--- src/rtl/spc_stack_if.sv ---
// Bus bundle for the subroutine return stack: push/pop/load controls
// from the microsequencer and the stack status returned to it.
interface spc_stack_if #(
    parameter int WIDTH = 19,
    parameter int AW    = 5
);
    logic             push;
    logic             pop;
    logic [WIDTH-1:0] din;
    logic             load_n;
    logic [AW-1:0]    ptr_in;
    logic             clr_err;
    logic [WIDTH-1:0] dout;
    logic [AW-1:0]    sptr;
    logic [AW:0]      cnt;
    logic             empty;
    logic             full;
    logic             ovf;
    logic             unf;

    modport master (
        output push, pop, din, load_n, ptr_in, clr_err,
        input  dout, sptr, cnt, empty, full, ovf, unf
    );

    modport slave (
        input  push, pop, din, load_n, ptr_in, clr_err,
        output dout, sptr, cnt, empty, full, ovf, unf
    );
endinterface

--- src/rtl/spc_stack.sv ---
// Subroutine-PC return stack: wrapping pointer into a small register-file
// RAM, saturating occupancy count and sticky overflow/underflow flags.
module spc_stack #(
    parameter int WIDTH = 19,
    parameter int AW    = 5
) (
    input  logic        clk,
    input  logic        rst_n,
    spc_stack_if.slave  bus
);
    localparam int          DEPTH    = 2 ** AW;
    localparam logic [AW:0] CNT_FULL = (AW + 1)'(DEPTH);

    typedef enum logic [2:0] {
        OP_IDLE,
        OP_LOAD,
        OP_PUSH,
        OP_POP,
        OP_REPLACE
    } op_t;

    op_t              op;
    logic [WIDTH-1:0] mem [DEPTH];
    logic [AW-1:0]    sptr, sptr_next, waddr;
    logic [AW:0]      cnt, cnt_next;
    logic             ovf, unf, ovf_next, unf_next;
    logic             empty, full, we;

    assign empty = (cnt == '0);
    assign full  = (cnt == CNT_FULL);

    // A simultaneous push and pop on an empty stack has nothing to replace,
    // so it degrades to an ordinary push.
    always_comb begin
        op = OP_IDLE;
        if (!bus.load_n)
            op = OP_LOAD;
        else if (bus.push && bus.pop)
            op = empty ? OP_PUSH : OP_REPLACE;
        else if (bus.push)
            op = OP_PUSH;
        else if (bus.pop)
            op = OP_POP;
    end

    always_comb begin
        sptr_next = sptr;
        cnt_next  = cnt;
        ovf_next  = bus.clr_err ? 1'b0 : ovf;
        unf_next  = bus.clr_err ? 1'b0 : unf;
        we        = 1'b0;
        waddr     = sptr;
        case (op)
            OP_LOAD: sptr_next = bus.ptr_in;
            OP_PUSH: begin
                we        = 1'b1;
                waddr     = sptr + 1'b1;
                sptr_next = sptr + 1'b1;
                if (full)
                    ovf_next = 1'b1;
                else
                    cnt_next = cnt + 1'b1;
            end
            OP_POP: begin
                sptr_next = sptr - 1'b1;
                if (empty)
                    unf_next = 1'b1;
                else
                    cnt_next = cnt - 1'b1;
            end
            OP_REPLACE: we = 1'b1;
            default: ;
        endcase
    end

    always_ff @(posedge clk or negedge rst_n) begin
        if (!rst_n) begin
            sptr <= '0;
            cnt  <= '0;
            ovf  <= 1'b0;
            unf  <= 1'b0;
        end else begin
            sptr <= sptr_next;
            cnt  <= cnt_next;
            ovf  <= ovf_next;
            unf  <= unf_next;
        end
    end

    // RAM contents survive reset; writes are simply blocked while it is held.
    always_ff @(posedge clk) begin
        if (rst_n && we)
            mem[waddr] <= bus.din;
    end

    assign bus.dout  = empty ? '0 : mem[sptr];
    assign bus.sptr  = sptr;
    assign bus.cnt   = cnt;
    assign bus.empty = empty;
    assign bus.full  = full;
    assign bus.ovf   = ovf;
    assign bus.unf   = unf;
endmodule

--- src/flat_wrapper.sv ---
// flat-port wrapper written by rule: the top's interface ports become plain ports
module spc_stack_flat 
#(
    parameter int WIDTH = 19,
    parameter int AW    = 5
)
  (clk, rst_n, bus_push, bus_pop, bus_din, bus_load_n, bus_ptr_in, bus_clr_err, bus_dout, bus_sptr, bus_cnt, bus_empty, bus_full, bus_ovf, bus_unf);
  spc_stack_if #(.WIDTH(WIDTH), .AW(AW)) bus_i ();
  input  logic clk;
  input  logic rst_n;
  input wire logic [$bits(bus_i.push)-1:0] bus_push;
  input wire logic [$bits(bus_i.pop)-1:0] bus_pop;
  input wire logic [$bits(bus_i.din)-1:0] bus_din;
  input wire logic [$bits(bus_i.load_n)-1:0] bus_load_n;
  input wire logic [$bits(bus_i.ptr_in)-1:0] bus_ptr_in;
  input wire logic [$bits(bus_i.clr_err)-1:0] bus_clr_err;
  output wire logic [$bits(bus_i.dout)-1:0] bus_dout;
  output wire logic [$bits(bus_i.sptr)-1:0] bus_sptr;
  output wire logic [$bits(bus_i.cnt)-1:0] bus_cnt;
  output wire logic [$bits(bus_i.empty)-1:0] bus_empty;
  output wire logic [$bits(bus_i.full)-1:0] bus_full;
  output wire logic [$bits(bus_i.ovf)-1:0] bus_ovf;
  output wire logic [$bits(bus_i.unf)-1:0] bus_unf;
  assign bus_i.push = bus_push;
  assign bus_i.pop = bus_pop;
  assign bus_i.din = bus_din;
  assign bus_i.load_n = bus_load_n;
  assign bus_i.ptr_in = bus_ptr_in;
  assign bus_i.clr_err = bus_clr_err;
  assign bus_dout = bus_i.dout;
  assign bus_sptr = bus_i.sptr;
  assign bus_cnt = bus_i.cnt;
  assign bus_empty = bus_i.empty;
  assign bus_full = bus_i.full;
  assign bus_ovf = bus_i.ovf;
  assign bus_unf = bus_i.unf;
  spc_stack #(.WIDTH(WIDTH), .AW(AW)) u_core (.clk(clk), .rst_n(rst_n), .bus(bus_i));
endmodule
--- config.mk ---
export PLATFORM = sky130hd
export DESIGN_NAME = spc_stack_flat
export DESIGN_NICKNAME = d
export VERILOG_FILES = /design/src/rtl/spc_stack_if.sv /design/src/rtl/spc_stack.sv /design/src/flat_wrapper.sv
export SDC_FILE = /design/constraint.sdc
export NUM_CORES = 1
export LEC_CHECK = 0
export CAP_MARGIN = 5
export CORE_ASPECT_RATIO = 0.5
export CORE_MARGIN = 2
export CORE_UTILIZATION = 28
export CTS_CLUSTER_SIZE = 40
export DETAILED_ROUTE_END_ITERATION = 16
export GPL_TIMING_DRIVEN = 0
export PLACE_DENSITY = 0.52
export SYNTH_ARGS = -nofsm -noshare
export SYNTH_HDL_FRONTEND = slang
export SYNTH_SLANG_ARGS = --single-unit
--- constraint.sdc ---
create_clock -name clk -period 13.2 [get_ports clk]
set_input_delay 2.64 -clock clk [delete_from_list [all_inputs] [get_ports clk]]
set_output_delay 2.64 -clock clk [all_outputs]
set_load 0.05 [all_outputs]
=== Yosys cells after proc, flatten, opt, wreduce, memory -nomap -nowiden ===
Memories as Yosys holds them, arrays and structs flattened.
Cells that the tools add are included.

* Register bits: 13
* Memory bits (writable): 608
* Bits of input ports: 30
* Output and inout port bits: 34
* Memories kept: 1

* $add $sub $neg: 4
* Eq/ne operators: 7
* Multiplexer cells: 20
* Reduce and logical (&&, ||, !) cells: 7

{| class="wikitable"
|+ Memory list
! name !! depth !! width !! read ports !! clocked after memory_dff !! wr ports !! RTL line !! source
|-
| u_core.mem || 32 || 19 || 1 || 0 || 1 || spc_stack.sv:23 || <nowiki>logic [WIDTH-1:0] mem [DEPTH];</nowiki>
|}

{| class="wikitable"
|+ Operators with widths
! operator !! count
|-
| $mux 19 || 1
|-
| $pmux 5 s3 || 1
|-
| $mux 3 || 4
|-
| $mux 6 || 2
|-
| $pmux 6 s2 || 1
|-
| $mux 1 || 9
|-
| $add 6x1->6 const B || 1
|-
| $eq 3x2->1 const B || 2
|-
| $eq 6x6->1 const B || 1
|-
| $logic_not 6->1 || 1
|-
| $sub 6x1->6 const B || 1
|-
| $add 5x1->5 const B || 1
|-
| $mux 5 || 1
|-
| $sub 5x1->5 const B || 1
|-
| $ne 2x2->1 const B || 2
|-
| $eq 3x1->1 const B || 1
|-
| $eq 3x3->1 const B || 1
|-
| $reduce_and 3->1 || 1
|-
| $reduce_bool 3->1 || 1
|-
| $logic_and 1x1->1 || 2
|-
| $mux 2 || 1
|-
| $reduce_bool 2->1 || 1
|-
| $reduce_or 2->1 || 1
|}

=== Longest topological paths before layout ===
Gate-level depths: netlist (run 1).

* Word-level depth: 10
* Gate-level depth with buffers: 9
* Mapped depth without buffers: 7

=== Worst setup path before layout (run 1) ===
OpenSTA, ideal clock, no wires.

* Path kind: input to register
* From: input bus_load_n
* To: memory u_core.mem[21][0], enable pin
* Library setup time: 444 ps
* Arrival time: 6059 ps
* Required time: 12756 ps
* Slack: 6698 ps
* Stages: 9
* Path through: buf_2 -> and3b_1 -> a41oi_4 -> buf_4 -> inv_1 -> ha_1 -> nor3b_1 -> nand2_1 -> nor4_1

* Longest elaborated chain between the ends: 7

{| class="wikitable"
|+ RTL lines
! element !! RTL line !! source
|-
| from (decl) || flat_wrapper.sv:14 || <nowiki>input wire logic [$bits(bus_i.load_n)-1:0] bus_load_n;</nowiki>
|-
| $mux 3 * || spc_stack.sv:36 || <nowiki>if (!bus.load_n)</nowiki>
|-
| $eq 3x3->1 or $eq 3x2->1 (tied branches) || spc_stack.sv:53 || <nowiki>case (op)</nowiki>
|-
| $reduce_or 2->1 (no source line) || - ||
|-
| $mux 1 || spc_stack.sv:53 ||
|-
| $logic_and 1x1->1 || spc_stack.sv:92 || <nowiki>if (rst_n && we)</nowiki>
|-
| $mux 1 || spc_stack.sv:92 ||
|-
| $mux 1 (not written as such) || spc_stack.sv:93 || <nowiki>mem[waddr] <= bus.din;</nowiki>
|-
| to (decl) || spc_stack.sv:23 ||
|}

Every way passes the cells marked *; elsewhere a longest branch is shown, timed or not.

=== Worst setup path in the final report (run 1) ===
* From: register u_core.sptr[1], in the netlist u_core.bus.sptr[1]
* To: output bus_dout[12]

* Longest elaborated chain between the ends: 2

{| class="wikitable"
|+ RTL lines
! element !! RTL line !! source
|-
| from (decl) || spc_stack.sv:24 || <nowiki>logic [AW-1:0] sptr, sptr_next, waddr;</nowiki>
|-
| from (signal assigned) || spc_stack.sv:83 || <nowiki>sptr <= sptr_next;</nowiki>
|-
| $mem_v2 32x19 || - ||
|-
| $mux 19 || spc_stack.sv:96 || <nowiki>assign bus.dout = empty ? '0 : mem[sptr];</nowiki>
|-
| to (decl) || flat_wrapper.sv:17 || <nowiki>output wire logic [$bits(bus_i.dout)-1:0] bus_dout;</nowiki>
|}

No other way between the ends.

==> results_dict.tcl, run 1 <==
set metrics [dict create \
    die_w_um 423 \
    critPathLaunchType "flip-flop" \
    yosysUniqueCellTypes 55 \
    worstPathCellList "buf_2 -> clkbuf_1 -> clkbuf_1 -> mux4_2 -> mux2i_1 -> nand2_1 -> o21ai_0 -> o22ai_1 -> clkdlybuf4s50_1" \
    dieArea_um2 90300 \
    finalSetupViolations 0 \
    whs_ns 0.501 \
    hold_violations 0 \
    place.gp.congestion 0.949 \
    power.density_nw_per_um2 156 \
    fmax_mhz 137 \
    initial_core_util_pct 28.4 \
    critPathSlowestCell "clkdlybuf4s50_1" \
    ioPinCount 64 \
    p_clk_share_pct 36.3 \
    syn_avg_cell_area_um2 21.1 \
    use_met2_pct 22.5 \
    track_usage_pct 13.8 \
    post_cts_buffers 0 \
    cts_hold_buffers 0 \
    antenna_cells 0 \
    cp.arrival_ns 4.68 \
    cts.path.max_buffers 3 \
    critical_path_class "reg -> out" \
    ys_top_cells_by_count "edfxtp_1, mux4_2, nand2_1" \
    skew_ns 0.0138 \
    core_um2 86500 \
    yosys-top-cells-area "edfxtp_1, mux4_2, mux2_2" \
    seq_power_share_pct 47.8 \
    area_growth_pct 20.6 \
    rsz0062_at_grt "false" \
    cellLeakagePower_nw 9.30 \
    clk_pin_slew_ns 0.06 \
    busiest_layer "met2" \
    final_nets 1410 \
    first_pass_iters 5 \
    slowest_delay_ns 0.74 \
    combPwrFrac_pct 15.9 \
    avgViaCountPerCell 4.76 \
    postRouteWirelength_um 62400 \
    hold_class "reg -> reg" \
    port_buffers 63 \
    yosysMostFrequentCell "edfxtp_1" \
    clock-sinks 621 \
    place_ws_ns 6.53 \
    die_y_um 213 \
    max_cap_violations 0 \
    intPower_mw 3.40 \
    status "finished, final reports clean" \
    async_reset_ff_share_pct 2.09 \
    ir_drop_mv 0.0960 \
    crit_fanout 10 \
    worst_ep_required_time_ns 10.56 \
    synth_cells 1167 \
    ys_ff_latch 621 \
    cts-root-buf "clkbuf_16" \
    cts_tree "yes" \
    gr-usage-met3_pct 1.89 \
    setup_ws_ns 5.88 \
    worstSetupEndpointType "output port" \
    power_switching_mw 1.21 \
    detailed_place.area_um2 27700 \
    htreeDepth 2 \
    grt_max_degree 33 \
    ys_seq_area_share_pct 75.6 \
    min_period_ns 7.32 \
    use_met1_pct 19.1 \
    synth_edf_count 608 \
    tightest_slew_ns 1.28 \
    final_layout_size_suffix_gt1_share_pct 30.6 \
    ctsResizeCount 0 \
    grt_pass1_vias 12400 \
    ant_nets 0 \
    clock_latency_ns 0.62 \
    fin_crit_sh_pct 55.4 \
    cts_buffers 61 \
    synthesis.area_um2 24600 \
    overflow 0 \
    grt_pass1_wl_um 90100 \
    maxSlewViolCount 0 \
    slew_headroom_pct 14.7 \
    layout.cells.non_filler 2598 \
    antenna_found_initial 3 \
    rows 76 \
    critPathMostFrequentCell "clkbuf_1" \
    yosys.area.top_type "edfxtp_1" \
    dp.cells 2481 \
    drc 0 \
    dp_hpwl_um 44000 \
    synth_top_flop_cell "edfxtp_1" \
    wl_per_cell_um 24.0 \
    swShare_pct 26.2 \
    synth_top_area_share_pct 74.3 \
    final.setup.tns_ns 0 \
    synth_nets 1201 \
    stdcell_area_um2 29600 \
    ys_warn_count 0 \
    vias 12400 \
    drtIter0Drc 1209 \
]
==> layout by cell type (no fill, tap or decap), types with 40 or more instances in the layout <==
| master | Yosys | layout |
|---|---|---|
| clkdlybuf4s50_1 | 0 | 56 |
| clkbuf_1 | 29 | 44 |
| mux2_2 | 40 | 40 |
| edfxtp_1 | 608 | 608 |
| nand2_1 | 50 | 50 |
| mux2i_1 | 40 | 40 |
| mux4_2 | 152 | 152 |
| o21ai_0 | 46 | 46 |
| clkbuf_16 | 0 | 63 |
| buf_4 | 1 | 49 |
==> final timing paths <==
kind | end | slack (ns) | from | cells after the start
worst max register to register | u_core.mem[6][15] | 8.75 | u_core.bus.sptr[1] | 8
min in group asynchronous | u_core.bus.sptr[4] | 2.48 | rst_n | 1
max in group asynchronous | u_core.bus.cnt[2] | 10.23 | rst_n | 1
worst min register to register | u_core.bus.unf | 0.50 | u_core.bus.unf | 1
worst max-delay path | bus_dout[12] | 5.88 | u_core.bus.sptr[1] | 9
worst min-delay path | u_core.bus.unf | 0.50 | u_core.bus.unf | 1
==> through the flow <==
stage | util (%) | power [mW]
after floorplan | - | 2.69
after global placement | 30.8 | 2.97
after detailed placement | 32.0 | 2.99
after CTS | 34.2 | 4.66
after global routing | 34.3 | 4.77
final | 34.3 | 4.62
==> sequential cells by signal (all words and copies together) (netlist names) <==
signal and cells:
u_core.bus.sptr 5, u_core.bus.cnt 6, u_core.mem 608, u_core.bus.unf 1, u_core.bus.ovf 1
==> power groups by stage <==
stage | Clock [mW] | Combinational [mW] | Sequential (mW)
final | 1.67 | 0.734 | 2.21
after global routing | 1.79 | 0.771 | 2.21
after CTS | 1.71 | 0.739 | 2.21
after detailed placement | 0 | 0.738 | 2.25
after global placement | 0 | 0.720 | 2.25
after floorplan | 0 | 0.406 | 2.28
==> per-layer routing <==
metal  vias to the layer above  wire length (um)
met3                        89              2820
met5                         -                 0
met2                       318             29600
met1                      6663             28100
met4                         0              1780
li1                       5290                 -
==> final cells by class <==
class                           count  area, um2
Fill cell                        8146      56900
Clock buffer                       78       1630
Buffer                             69        307
Timing Repair Buffer              146       1530
Multi-Input combinational cell    468       5810
Tap cell                         1170       1460
Inverter                            9       33.8
Clock inverter                     37        279
Sequential cell                   621      18600
==> worst max-delay path, delay by kind of cell, from the launching register on <==
kind | cells | cell delay [ns]
AOI/OAI and AO/OA | 2 | 0.26
buffers and inverters | 4 | 2.28
DFF | 1 | 0.39
muxes | 2 | 0.87
and+or+nand+nor | 1 | 0.24
==> cells by family (layout without fill, tap and decap cells) <==
| logic type | Yosys count | count (layout) | synth area share [%] |
|---|---|---|---|
| AO/OA/AOI/OAI | 95 | 95 | 2.38 |
| multiplexers | 232 | 232 | 17.4 |
| AND/OR/NAND/NOR | 126 | 126 | 2.63 |
| adder cells (fa/ha/maj) | 4 | 4 | 0.204 |
| XOR/XNOR | 11 | 11 | 0.392 |
| buffers and inverters | 78 | 339 | 1.38 |
| flip-flops | 621 | 621 | 75.6 |
Note: power is estimated with default switching activity, not from simulation.
==> run 2: changes to the inputs <==
PLACE_DENSITY = 0.54   (was 0.52)
clock period = 6 ns   (was 13.2 ns; I/O delays follow)
==> run 2 against run 1 <==
  * Cell count is 0.31% lower
  * Clock power is 120% higher
  * Hold slack better by 0.00051 ns
  * Final area about the same
  * Sequential power grew 120%
  * Clock skew up 0.0066 ns
  * Register-to-register slack worse by 7.3 ns
==> results_dict.tcl, run 2 (synthesis results as in run 1) <==
set metrics [dict create \
    dp_hpwl_um 42900 \
    wl_per_cell_um 24.2 \
    antenna_found_initial 4 \
    maxSlewViolCount 0 \
    rows 76 \
    whs_ns 0.502 \
    core_um2 86500 \
    largest_reg_flops 608 \
    vias 12500 \
    initial_core_util_pct 28.4 \
    final.setup.tns_ns 0 \
    die_y_um 213 \
    crit_fanout 10 \
    final_cell_mix "edfxtp_1, mux4_2, clkbuf_16" \
    cts_tree "yes" \
    busiest_layer "met2" \
    cts.path.max_buffers 3 \
    postRouteWirelength_um 62600 \
    cts_buffers 61 \
    hp-start "u_core.bus.unf" \
    tightest_slew_ns 1.10 \
    dieArea_um2 90300 \
    track_usage_pct 13.7 \
    use_met1_pct 19.6 \
    skew_ns 0.0204 \
    ctsResizeCount 0 \
    p_clk_share_pct 36.6 \
    place_ws_ns 0.825 \
    die_w_um 423 \
    ioPinCount 64 \
    ant_nets 0 \
    clock_latency_ns 0.63 \
    rsz0062_at_grt "false" \
    htreeDepth 2 \
    power.density_nw_per_um2 344 \
    dp.cells 2474 \
    grt_max_degree 33 \
    largest-register "u_core.mem" \
    clock-sinks 621 \
    cts-root-buf "clkbuf_16" \
    stdcell_area_um2 29600 \
    post_cts_buffers 0 \
    gr-usage-met3_pct 1.95 \
    overflow 0 \
    hold_class "reg -> reg" \
    worst_ep_required_time_ns 4.80 \
    detailed_place.area_um2 27600 \
    cts_hold_buffers 0 \
    final_nets 1408 \
    power_switching_mw 2.68 \
    min_period_ns 5.75 \
    grt_pass1_wl_um 89600 \
    swShare_pct 26.3 \
    hold_violations 0 \
    layout_commonest_cell "edfxtp_1" \
    final_layout_size_suffix_gt1_share_pct 30.5 \
    port_buffers 63 \
    use_met2_pct 22.0 \
    critical_path_class "reg -> out" \
    combPwrFrac_pct 15.8 \
    reg_top3 "u_core.mem (608), u_core.bus.cnt (6), u_core.bus.sptr (5)" \
    slew_headroom_pct 25.8 \
    worstSetupEndpointType "output port" \
    drc 0 \
    report.power.total_mw 10.2 \
    layout.cells.non_filler 2590 \
    seq_power_share_pct 47.6 \
    clk_pin_slew_ns 0.06 \
    grt_pass1_vias 12300 \
    cp.arrival_ns 4.55 \
    fin_util_pct 34.2 \
    area_growth_pct 20.6 \
    avgViaCountPerCell 4.82 \
    critical_path.startpoint "u_core.bus.sptr[1]" \
    first_pass_iters 5 \
    intPower_mw 7.52 \
    ir_drop_mv 0.236 \
    finalSetupViolations 0 \
    status "finished, final reports clean" \
    drtIter0Drc 1393 \
    place.gp.congestion 0.949 \
    critPathLaunchType "flip-flop" \
    cellLeakagePower_nw 9.29 \
    setup_ws_ns 0.248 \
    fin_crit_sh_pct 95.9 \
    reg2reg_from "u_core.bus.sptr[1]" \
    fmax_mhz 174 \
    max_cap_violations 0 \
]
==> run 2: changes by cell type in the layout (fill, tap and decap cells not counted), moves of 4 or more <==
cell,delta
clkinv_1,-8
clkinv_2,-7
clkbuf_1,+5
buf_8,-4
==> run 2: critical path: stages, from the launching register on <==
cell and delay, ns:
dfrtp_1 0.39, buf_2 0.21, clkbuf_1 0.59, clkbuf_1 0.67, mux4_2 0.44, mux2i_1 0.37
nand2_1 0.21, o21ai_0 0.13, o22ai_1 0.15, clkdlybuf4s50_1 0.74
==> run 2: cell type report <==
class	count	area (um2)
Fill cell	8124	56900
Sequential cell	621	18600
Multi-Input combinational cell	468	5810
Clock buffer	82	1630
Timing Repair Buffer	144	1520
Tap cell	1170	1460
Buffer	69	307
Clock inverter	26	290
Inverter	9	33.8
Antenna cell	1	2.50
==> run 2: power groups by stage <==
stage | combinational [mW] | sequential, mW | clock [mW]
floorplan | 0.893 | 5.03 | 0
global placement | 1.58 | 4.95 | 0
CTS | 1.62 | 4.86 | 3.81
detailed placement | 1.61 | 4.95 | 0
finish | 1.61 | 4.85 | 3.73
global route | 1.70 | 4.86 | 3.98
==> run 2: path summary, 6_finish.rpt <==
check	to	slack, ns	cells after the start
setup / recovery	bus_dout[11]	0.25	9
setup reg to reg	u_core.mem[18][17]	1.49	8
min in group asynchronous	u_core.bus.sptr[4]	1.03	1
hold reg to reg	u_core.bus.unf	0.50	1
max in group asynchronous	u_core.bus.cnt[2]	4.50	1
hold / removal	u_core.bus.unf	0.50	1
==> run 2: per-layer routing <==
metal / up-vias / wire [um]
li1: 5293 / -
met1: 6692 / 27900
met2: 422 / 29600
met3: 84 / 3640
met4: 0 / 1450
met5: - / 0
==> run 3: changes to the inputs <==
GPL_ROUTABILITY_DRIVEN = 0   (was default)
PLACE_DENSITY = 0.52   (was 0.54)
clock period = 7 ns   (was 6 ns; I/O delays follow)
==> results of run 3 <==
The final DEF is identical to that of run 1. Status: finished, final reports clean.
Among the figures that moved: setup slack after placement 6.53 ns -> 1.57 ns; setup slack after layout 5.88 ns -> 0.922 ns; register-to-register setup slack 8.75 ns -> 2.55 ns; total power 4.62 mW -> 8.70 mW; worst IR drop on VDD 0.0960 mV -> 0.181 mV
